==> config.mk <==
export PLATFORM = sky130hd
export DESIGN_NAME = uart_rx_fifo
export DESIGN_NICKNAME = d
export VERILOG_FILES = /design/src/rtl/uart_rx_fifo_pkg.sv /design/src/rtl/uart_rx_fifo_sync_fifo.sv /design/src/rtl/uart_rx_fifo.sv
export SDC_FILE = /design/constraint.sdc
export NUM_CORES = 1
export LEC_CHECK = 0
export BUFFER_PORTS_ARGS = -buffer_cell sky130_fd_sc_hd__buf_4
export CAP_MARGIN = 20
export CORE_ASPECT_RATIO = 0.7
export CORE_UTILIZATION = 62
export CTS_BUF_LIST = sky130_fd_sc_hd__clkbuf_4 sky130_fd_sc_hd__clkbuf_8 sky130_fd_sc_hd__clkbuf_16
export DETAILED_ROUTE_END_ITERATION = 16
export MAX_ROUTING_LAYER = met4
export PLACE_DENSITY = 0.85
export SYNTH_ARGS = -nofsm -noshare
export SYNTH_HDL_FRONTEND = slang
export SYNTH_SLANG_ARGS = --single-unit
==> constraint.sdc <==
create_clock -name clk -period 4.1 [get_ports clk]
set_clock_uncertainty 0.2 [all_clocks]
set_input_delay 0.82 -clock clk [delete_from_list [all_inputs] [get_ports clk]]
set_output_delay 0.82 -clock clk [all_outputs]
set_load 0.02 [all_outputs]
==> src/rtl/uart_rx_fifo_pkg.sv <==
// Shared definitions for the UART receive path: FSM states, parity codes, baud divider.
// Pure declarations, no logic.
package uart_rx_fifo_pkg;

  typedef enum logic [2:0] {
    ST_IDLE,
    ST_START,
    ST_DATA,
    ST_PARITY,
    ST_STOP,
    ST_BRK
  } rx_state_e;

  localparam int PAR_NONE = 0;
  localparam int PAR_ODD  = 1;
  localparam int PAR_EVEN = 2;

  // Rounded clocks-per-bit
  function automatic int calc_div(input int clk_hz, input int baud);
    return (clk_hz + baud / 2) / baud;
  endfunction

endpackage

==> src/rtl/uart_rx_fifo_sync_fifo.sv <==
// Generic first-word-fall-through FIFO; head visible the cycle after the write, reads ignored when empty.
// A write into a full FIFO is only accepted when a read happens in the same cycle.
module sync_fifo #(
  parameter int W = 8,
  parameter int D = 16
) (
  input  logic                   clk,
  input  logic                   rstn,
  input  logic                   wr_en,
  input  logic [W-1:0]           wr_data,
  input  logic                   rd_en,
  output logic [W-1:0]           rd_data,
  output logic                   empty,
  output logic                   full,
  output logic [$clog2(D+1)-1:0] count
);

  localparam int AW = $clog2(D);
  localparam int CW = $clog2(D + 1);

  logic [W-1:0]  mem_q [D];
  logic [AW-1:0] wr_ptr_q, rd_ptr_q;
  logic [CW-1:0] count_q;
  logic          do_rd, do_wr;

  assign do_rd = rd_en && (count_q != '0);
  assign do_wr = wr_en && ((count_q != CW'(D)) || do_rd);

  always_ff @(posedge clk or negedge rstn) begin
    if (!rstn) begin
      wr_ptr_q <= '0;
      rd_ptr_q <= '0;
      count_q  <= '0;
    end else begin
      if (do_wr) wr_ptr_q <= wr_ptr_q + AW'(1);
      if (do_rd) rd_ptr_q <= rd_ptr_q + AW'(1);
      if (do_wr && !do_rd)      count_q <= count_q + CW'(1);
      else if (do_rd && !do_wr) count_q <= count_q - CW'(1);
    end
  end

  always_ff @(posedge clk) begin
    if (do_wr) mem_q[wr_ptr_q] <= wr_data;
  end

  // Head is forced to zero while empty so stale storage never leaks out
  assign rd_data = (count_q == '0) ? '0 : mem_q[rd_ptr_q];
  assign empty   = (count_q == '0);
  assign full    = (count_q == CW'(D));
  assign count   = count_q;

endmodule

==> src/rtl/uart_rx_fifo.sv <==
// Oversampling UART receiver feeding an FWFT FIFO; word and error pulses appear 1 cycle after the stop-bit sample.
// No backpressure on the line: a word completing while the FIFO is full is dropped and flagged as overrun.
module uart_rx_fifo
  import uart_rx_fifo_pkg::*;
#(
  parameter int C_CLK_HZ     = 25000000,
  parameter int C_BAUD       = 115200,
  parameter int C_DATA_BITS  = 8,
  parameter int C_PARITY     = 0,
  parameter int C_STOP_BITS  = 1,
  parameter int C_FIFO_DEPTH = 16
) (
  input  logic                              clk,
  input  logic                              rstn,
  input  logic                              rxd,
  input  logic                              rd_en,
  output logic [C_DATA_BITS-1:0]            rd_data,
  output logic                              empty,
  output logic                              full,
  output logic [$clog2(C_FIFO_DEPTH+1)-1:0] count,
  output logic                              frame_err,
  output logic                              parity_err,
  output logic                              overrun,
  output logic                              break_det
);

  localparam int DIV  = calc_div(C_CLK_HZ, C_BAUD);
  localparam int CNTW = $clog2(DIV + 1);
  localparam int BITW = $clog2(C_DATA_BITS + 1);

  logic                   rx_meta_q, rxs_q, rxs_prev_q;
  rx_state_e              state_q, state_d;
  logic [CNTW-1:0]        cnt_q, cnt_d;
  logic [BITW-1:0]        bit_q, bit_d;
  logic [C_DATA_BITS-1:0] sh_q, sh_d;
  logic                   par_q, par_d;
  logic                   par_bad_q, par_bad_d;
  logic                   frame_err_q, frame_err_d;
  logic                   parity_err_q, parity_err_d;
  logic                   overrun_q, overrun_d;
  logic                   break_q, break_d;
  logic                   tick, fell, push, exp_par;

  assign tick    = (cnt_q == '0);
  assign fell    = rxs_prev_q & ~rxs_q;
  assign exp_par = (C_PARITY == PAR_ODD) ? ~par_q : par_q;

  always_ff @(posedge clk or negedge rstn) begin
    if (!rstn) begin
      rx_meta_q  <= 1'b1;
      rxs_q      <= 1'b1;
      rxs_prev_q <= 1'b1;
    end else begin
      rx_meta_q  <= rxd;
      rxs_q      <= rx_meta_q;
      rxs_prev_q <= rxs_q;
    end
  end

  always_ff @(posedge clk or negedge rstn) begin
    if (!rstn) state_q <= ST_IDLE;
    else       state_q <= state_d;
  end

  always_comb begin
    state_d = state_q;
    unique case (state_q)
      ST_IDLE:   if (fell) state_d = ST_START;
      ST_START:  if (tick) state_d = rxs_q ? ST_IDLE : ST_DATA;
      ST_DATA:   if (tick && bit_q == BITW'(C_DATA_BITS - 1))
                   state_d = (C_PARITY != PAR_NONE) ? ST_PARITY : ST_STOP;
      ST_PARITY: if (tick) state_d = ST_STOP;
      // Return at mid-stop so a back-to-back start edge is not missed
      ST_STOP:   if (tick) state_d = (!rxs_q && sh_q == '0) ? ST_BRK : ST_IDLE;
      ST_BRK:    if (rxs_q) state_d = ST_IDLE;
      default:   state_d = ST_IDLE;
    endcase
  end

  always_comb begin
    cnt_d        = (cnt_q != '0) ? cnt_q - CNTW'(1) : cnt_q;
    bit_d        = bit_q;
    sh_d         = sh_q;
    par_d        = par_q;
    par_bad_d    = par_bad_q;
    push         = 1'b0;
    frame_err_d  = 1'b0;
    parity_err_d = 1'b0;
    overrun_d    = 1'b0;
    break_d      = 1'b0;
    unique case (state_q)
      ST_IDLE:   if (fell) cnt_d = CNTW'(DIV / 2 - 1);
      ST_START:  if (tick) begin
                   cnt_d     = CNTW'(DIV - 1);
                   bit_d     = '0;
                   par_d     = 1'b0;
                   par_bad_d = 1'b0;
                 end
      ST_DATA:   if (tick) begin
                   cnt_d = CNTW'(DIV - 1);
                   sh_d  = {rxs_q, sh_q[C_DATA_BITS-1:1]};
                   par_d = par_q ^ rxs_q;
                   bit_d = bit_q + BITW'(1);
                 end
      ST_PARITY: if (tick) begin
                   cnt_d     = CNTW'(DIV - 1);
                   par_bad_d = (rxs_q != exp_par);
                 end
      ST_STOP:   if (tick) begin
                   push         = rxs_q;
                   parity_err_d = rxs_q & par_bad_q;
                   overrun_d    = rxs_q & full & ~rd_en;
                   frame_err_d  = ~rxs_q;
                   break_d      = ~rxs_q & (sh_q == '0);
                 end
      default: ;
    endcase
  end

  always_ff @(posedge clk or negedge rstn) begin
    if (!rstn) begin
      cnt_q        <= '0;
      bit_q        <= '0;
      sh_q         <= '0;
      par_q        <= 1'b0;
      par_bad_q    <= 1'b0;
      frame_err_q  <= 1'b0;
      parity_err_q <= 1'b0;
      overrun_q    <= 1'b0;
      break_q      <= 1'b0;
    end else begin
      cnt_q        <= cnt_d;
      bit_q        <= bit_d;
      sh_q         <= sh_d;
      par_q        <= par_d;
      par_bad_q    <= par_bad_d;
      frame_err_q  <= frame_err_d;
      parity_err_q <= parity_err_d;
      overrun_q    <= overrun_d;
      break_q      <= break_d;
    end
  end

  assign frame_err  = frame_err_q;
  assign parity_err = parity_err_q;
  assign overrun    = overrun_q;
  assign break_det  = break_q;

  sync_fifo #(
    .W (C_DATA_BITS),
    .D (C_FIFO_DEPTH)
  ) u_fifo (
    .clk     (clk),
    .rstn    (rstn),
    .wr_en   (push),
    .wr_data (sh_q),
    .rd_en   (rd_en),
    .rd_data (rd_data),
    .empty   (empty),
    .full    (full),
    .count   (count)
  );

endmodule

==> impl_metrics.yaml <==
routing:
  wl_met2_mm: 7.51
  wl_per_cell_um: 23.7
  dr.pass1.iters: 5
  drc: 0
  antenna_left: 0
  num_vias: 4260
  top_layer: "met4"
  wl_mm: 15.5
  routed_via_density: 6.52
  wl_met3_mm: 1.22
  wl_met1_mm: 6.34
  drt_iter0_drc: 422
timing:
  min_period_ns: 3.73
  max_clock_freq_ghz: 0.268
  finalCritPeriodShare: 0.910
  hold_viol: 0
  fin_ws_ns: 0.369
  setup_violations: 0
  slew_headroom: 0.369
  slew_violations: 0
  tns_ns: 0
  tightest_slew_ns: 0.944
  rsz0062_at_grt: "false"
global_route:
  grt_antenna_before_repair: 1
  first_global_vias: 4300
  grt_pass1_wl_mm: 24.6
  grt-ovfl-total: 0
  grt_usage: 0.291
  grt_max_degree: 46
setup_path:
  cp-start-kind: "flop"
  r2r_slack_ns: 0.37
  worstPathArrival_ns: 3.81
  r2r-start: "cnt_q[0]"
  r2r_end: "u_fifo.count[4]"
  worstPathMaxFanout: 9
  r2r_cells: 11
  required_ns: 4.18
  cp-end-kind: "flop"
  crit_type: "flop to flop"
logic_synthesis:
  ys.flop_type: "edfxtp_1"
  ys_warn_count: 0
  synth_cell_types: 53
  synth_largest_area_cell: "edfxtp_1"
  synth_top_area_share: 0.521
  synthesis.nets: 473
  synth.area.top_cells: "edfxtp_1, dfrtp_1, mux4_2"
  async_flop_share: 0.260
  synth.avg_cell_area_um2: 16.2
  synthCells: 454
  ys_seq_area_frac: 0.674
  synth_edf_count: 128
  synth-seq-cells: 173
  netlist_area_um2: 7380
final_layout:
  design_area_um2: 8300
  drive_gt1_frac: 0.232
  fin_util: 0.735
  syn_to_final_growth_pct: 12.5
  nNetsFinal: 505
  fill_cells: 655
clock_network:
  cts_tree: "yes"
  h-tree-depth: 4
  cts-root-buf: "clkbuf_16"
  cts_hold_buffers: 0
  path_clk_slew_ns: 0.06
  cts_sinks: 173
  numCtsBuffers: 17
  clockBufferDepth: 2
  post_cts_buffers: 0
  cts_resized: 0
  worst_skew_pair.late_latency_ns: 0.43
placement:
  dp_hpwl_mm: 9.48
  placed_area_um2: 7740
  portBuffers: 22
  gp_congestion: 0.878
  dp_slack_ns: 0.486
hold_path:
  hp-class: "flop to flop"
  worstHoldStart: "rx_meta_q"
  hold_path_depth: 0
  min_to: "rxs_q"
die:
  rows: 32
  dieArea_um2: 12300
  ioPinCount: 23
  fp.coreArea_um2: 11300
  die_w_um: 132
  initial_core_util: 0.653
  die_h_um: 93.3
run:
  max_cap_violations: 0
power:
  finalPower_uw: 4980
  vdd_ir_drop_max_v: 0.000393
  cellLeakagePower_uw: 0.00295
  p_per_area_nw_per_um2: 600
run_status:
  status: "finished, final reports clean"
-- cell usage in the layout (no fill, tap or decap), drive strengths merged, types with 3 or more instances in the layout --
| master | instances |
|---|---|
| edfxtp | 128 |
| dfrtp | 42 |
| buf | 35 |
| mux4 | 32 |
| nor2 | 25 |
| inv | 20 |
| clkbuf | 19 |
| nand2 | 18 |
| a211oi | 17 |
| nor3 | 17 |
| o21ai | 17 |
| ha | 14 |
| nor2b | 10 |
| mux2i | 9 |
| xnor2 | 9 |
| mux2 | 9 |
| nand3 | 7 |
| a221o | 6 |
| clkinvlp | 6 |
| xor2 | 5 |
| nor4 | 5 |
| or3 | 4 |
| and3 | 4 |
| a21oi | 4 |
| nand2b | 3 |
| o2111ai | 3 |
| dfstp | 3 |
| clkinv | 3 |
-- area by class of cell --
class | count | area, um2 | area share
Clock buffer | 19 | 440 | 0.0531
Multi-Input combinational cell | 242 | 2240 | 0.271
Inverter | 17 | 63.8 | 0.00769
Timing Repair Buffer | 35 | 263 | 0.0317
Clock inverter | 13 | 118 | 0.0142
Tap cell | 153 | 191 | 0.0231
Sequential cell | 173 | 4970 | 0.599
Antenna cell | 1 | 2.50 | 0.000302
-- power breakdown --
group | internal, uW | switching [uW]
registers | 1980 | 190
clock network | 850 | 669
logic | 585 | 709
-- routing by layer --
metal  up-vias  global-route usage
met1      2169               0.379
met4         0               0.132
met2       215               0.440
li1       1841                   -
met5         -                   -
met3        35              0.0715
-- synth_stat cells (3+ instances only) --
| cell | number |
|---|---|
| edfxtp_1 | 128 |
| dfrtp_1 | 42 |
| mux4_2 | 32 |
| nor2_1 | 24 |
| nand2_1 | 18 |
| a211oi_1 | 17 |
| inv_1 | 16 |
| nor3_1 | 16 |
| o21ai_0 | 16 |
| ha_1 | 14 |
| clkbuf_1 | 11 |
| nor2b_1 | 10 |
| mux2i_1 | 9 |
| xnor2_1 | 9 |
| mux2_4 | 8 |
| nand3_1 | 7 |
| a221o_1 | 6 |
| buf_1 | 6 |
| nor4_1 | 5 |
| xor2_1 | 5 |
| a21oi_1 | 4 |
| and3_1 | 4 |
| buf_2 | 4 |
| or3_1 | 4 |
| dfstp_2 | 3 |
| nand2b_1 | 3 |
| o2111ai_1 | 3 |
-- how the worst max path moves through the flow --
stage               startpoint              end  slack (ns)  cells after the start
floorplan             cnt_q[0]  u_fifo.count[4]        0.92                     11
global placement      cnt_q[0]  u_fifo.count[4]        0.75                     11
detailed placement    cnt_q[0]  u_fifo.count[4]        0.49                     11
CTS                   cnt_q[0]  u_fifo.count[4]        0.39                     11
global route          cnt_q[0]  u_fifo.count[4]        0.11                     11
finish                cnt_q[0]  u_fifo.count[4]        0.37                     11
-- registers in the layout (all words and copies together), names as in the netlist --
| register | cells |
|---|---|
| state_q | 3 |
| rxs_prev_q | 1 |
| rx_meta_q | 1 |
| bit_q | 4 |
| rxs_q | 1 |
| cnt_q | 8 |
| u_fifo.rd_ptr_q | 4 |
| exp_par | 1 |
| sh_q | 8 |
| overrun | 1 |
| parity_err | 1 |
| u_fifo.count | 5 |
| u_fifo.wr_ptr_q | 4 |
| frame_err | 1 |
| break_det | 1 |
| u_fifo.mem_q | 128 |
| par_bad_q | 1 |
-- critical path, cell delays in order (launching register included) --
cell	delay, ns
dfrtp_1	0.37
inv_1	0.11
ha_1	0.17
or3b_2	0.55
a2111oi_4	0.49
ha_1	0.38
inv_1	0.16
ha_1	0.34
nor2b_1	0.17
o21a_1	0.21
o2111ai_1	0.25
o311ai_0	0.19
-- cell families (layout without fill, tap and decap cells) --
kind of cell             count (synthesis)  count (layout)  synth area share
other                                    0               1                 0
XOR/XNOR                                14              14            0.0166
adder cells (fa/ha/maj)                 15              15            0.0265
multiplexers                            50              50             0.128
flip-flops                             173             173             0.674
AO/OA/AOI/OAI                           61              61            0.0612
buffers and inverters                   39              84            0.0215
AND/OR/NAND/NOR                        102             102            0.0723
-- metrics by stage --
stage | hold WS (ns) | cells
3_5_place_dp | 0.147 | 620
4_1_cts | 0.156 | 652
5_1_grt | 0.165 | 653
2_1_floorplan | 0.145 | 454
6_report | 0.156 | 653
3_3_place_gp | 0.146 | 620
No activity file was read; power rests on OpenSTA's default activity.
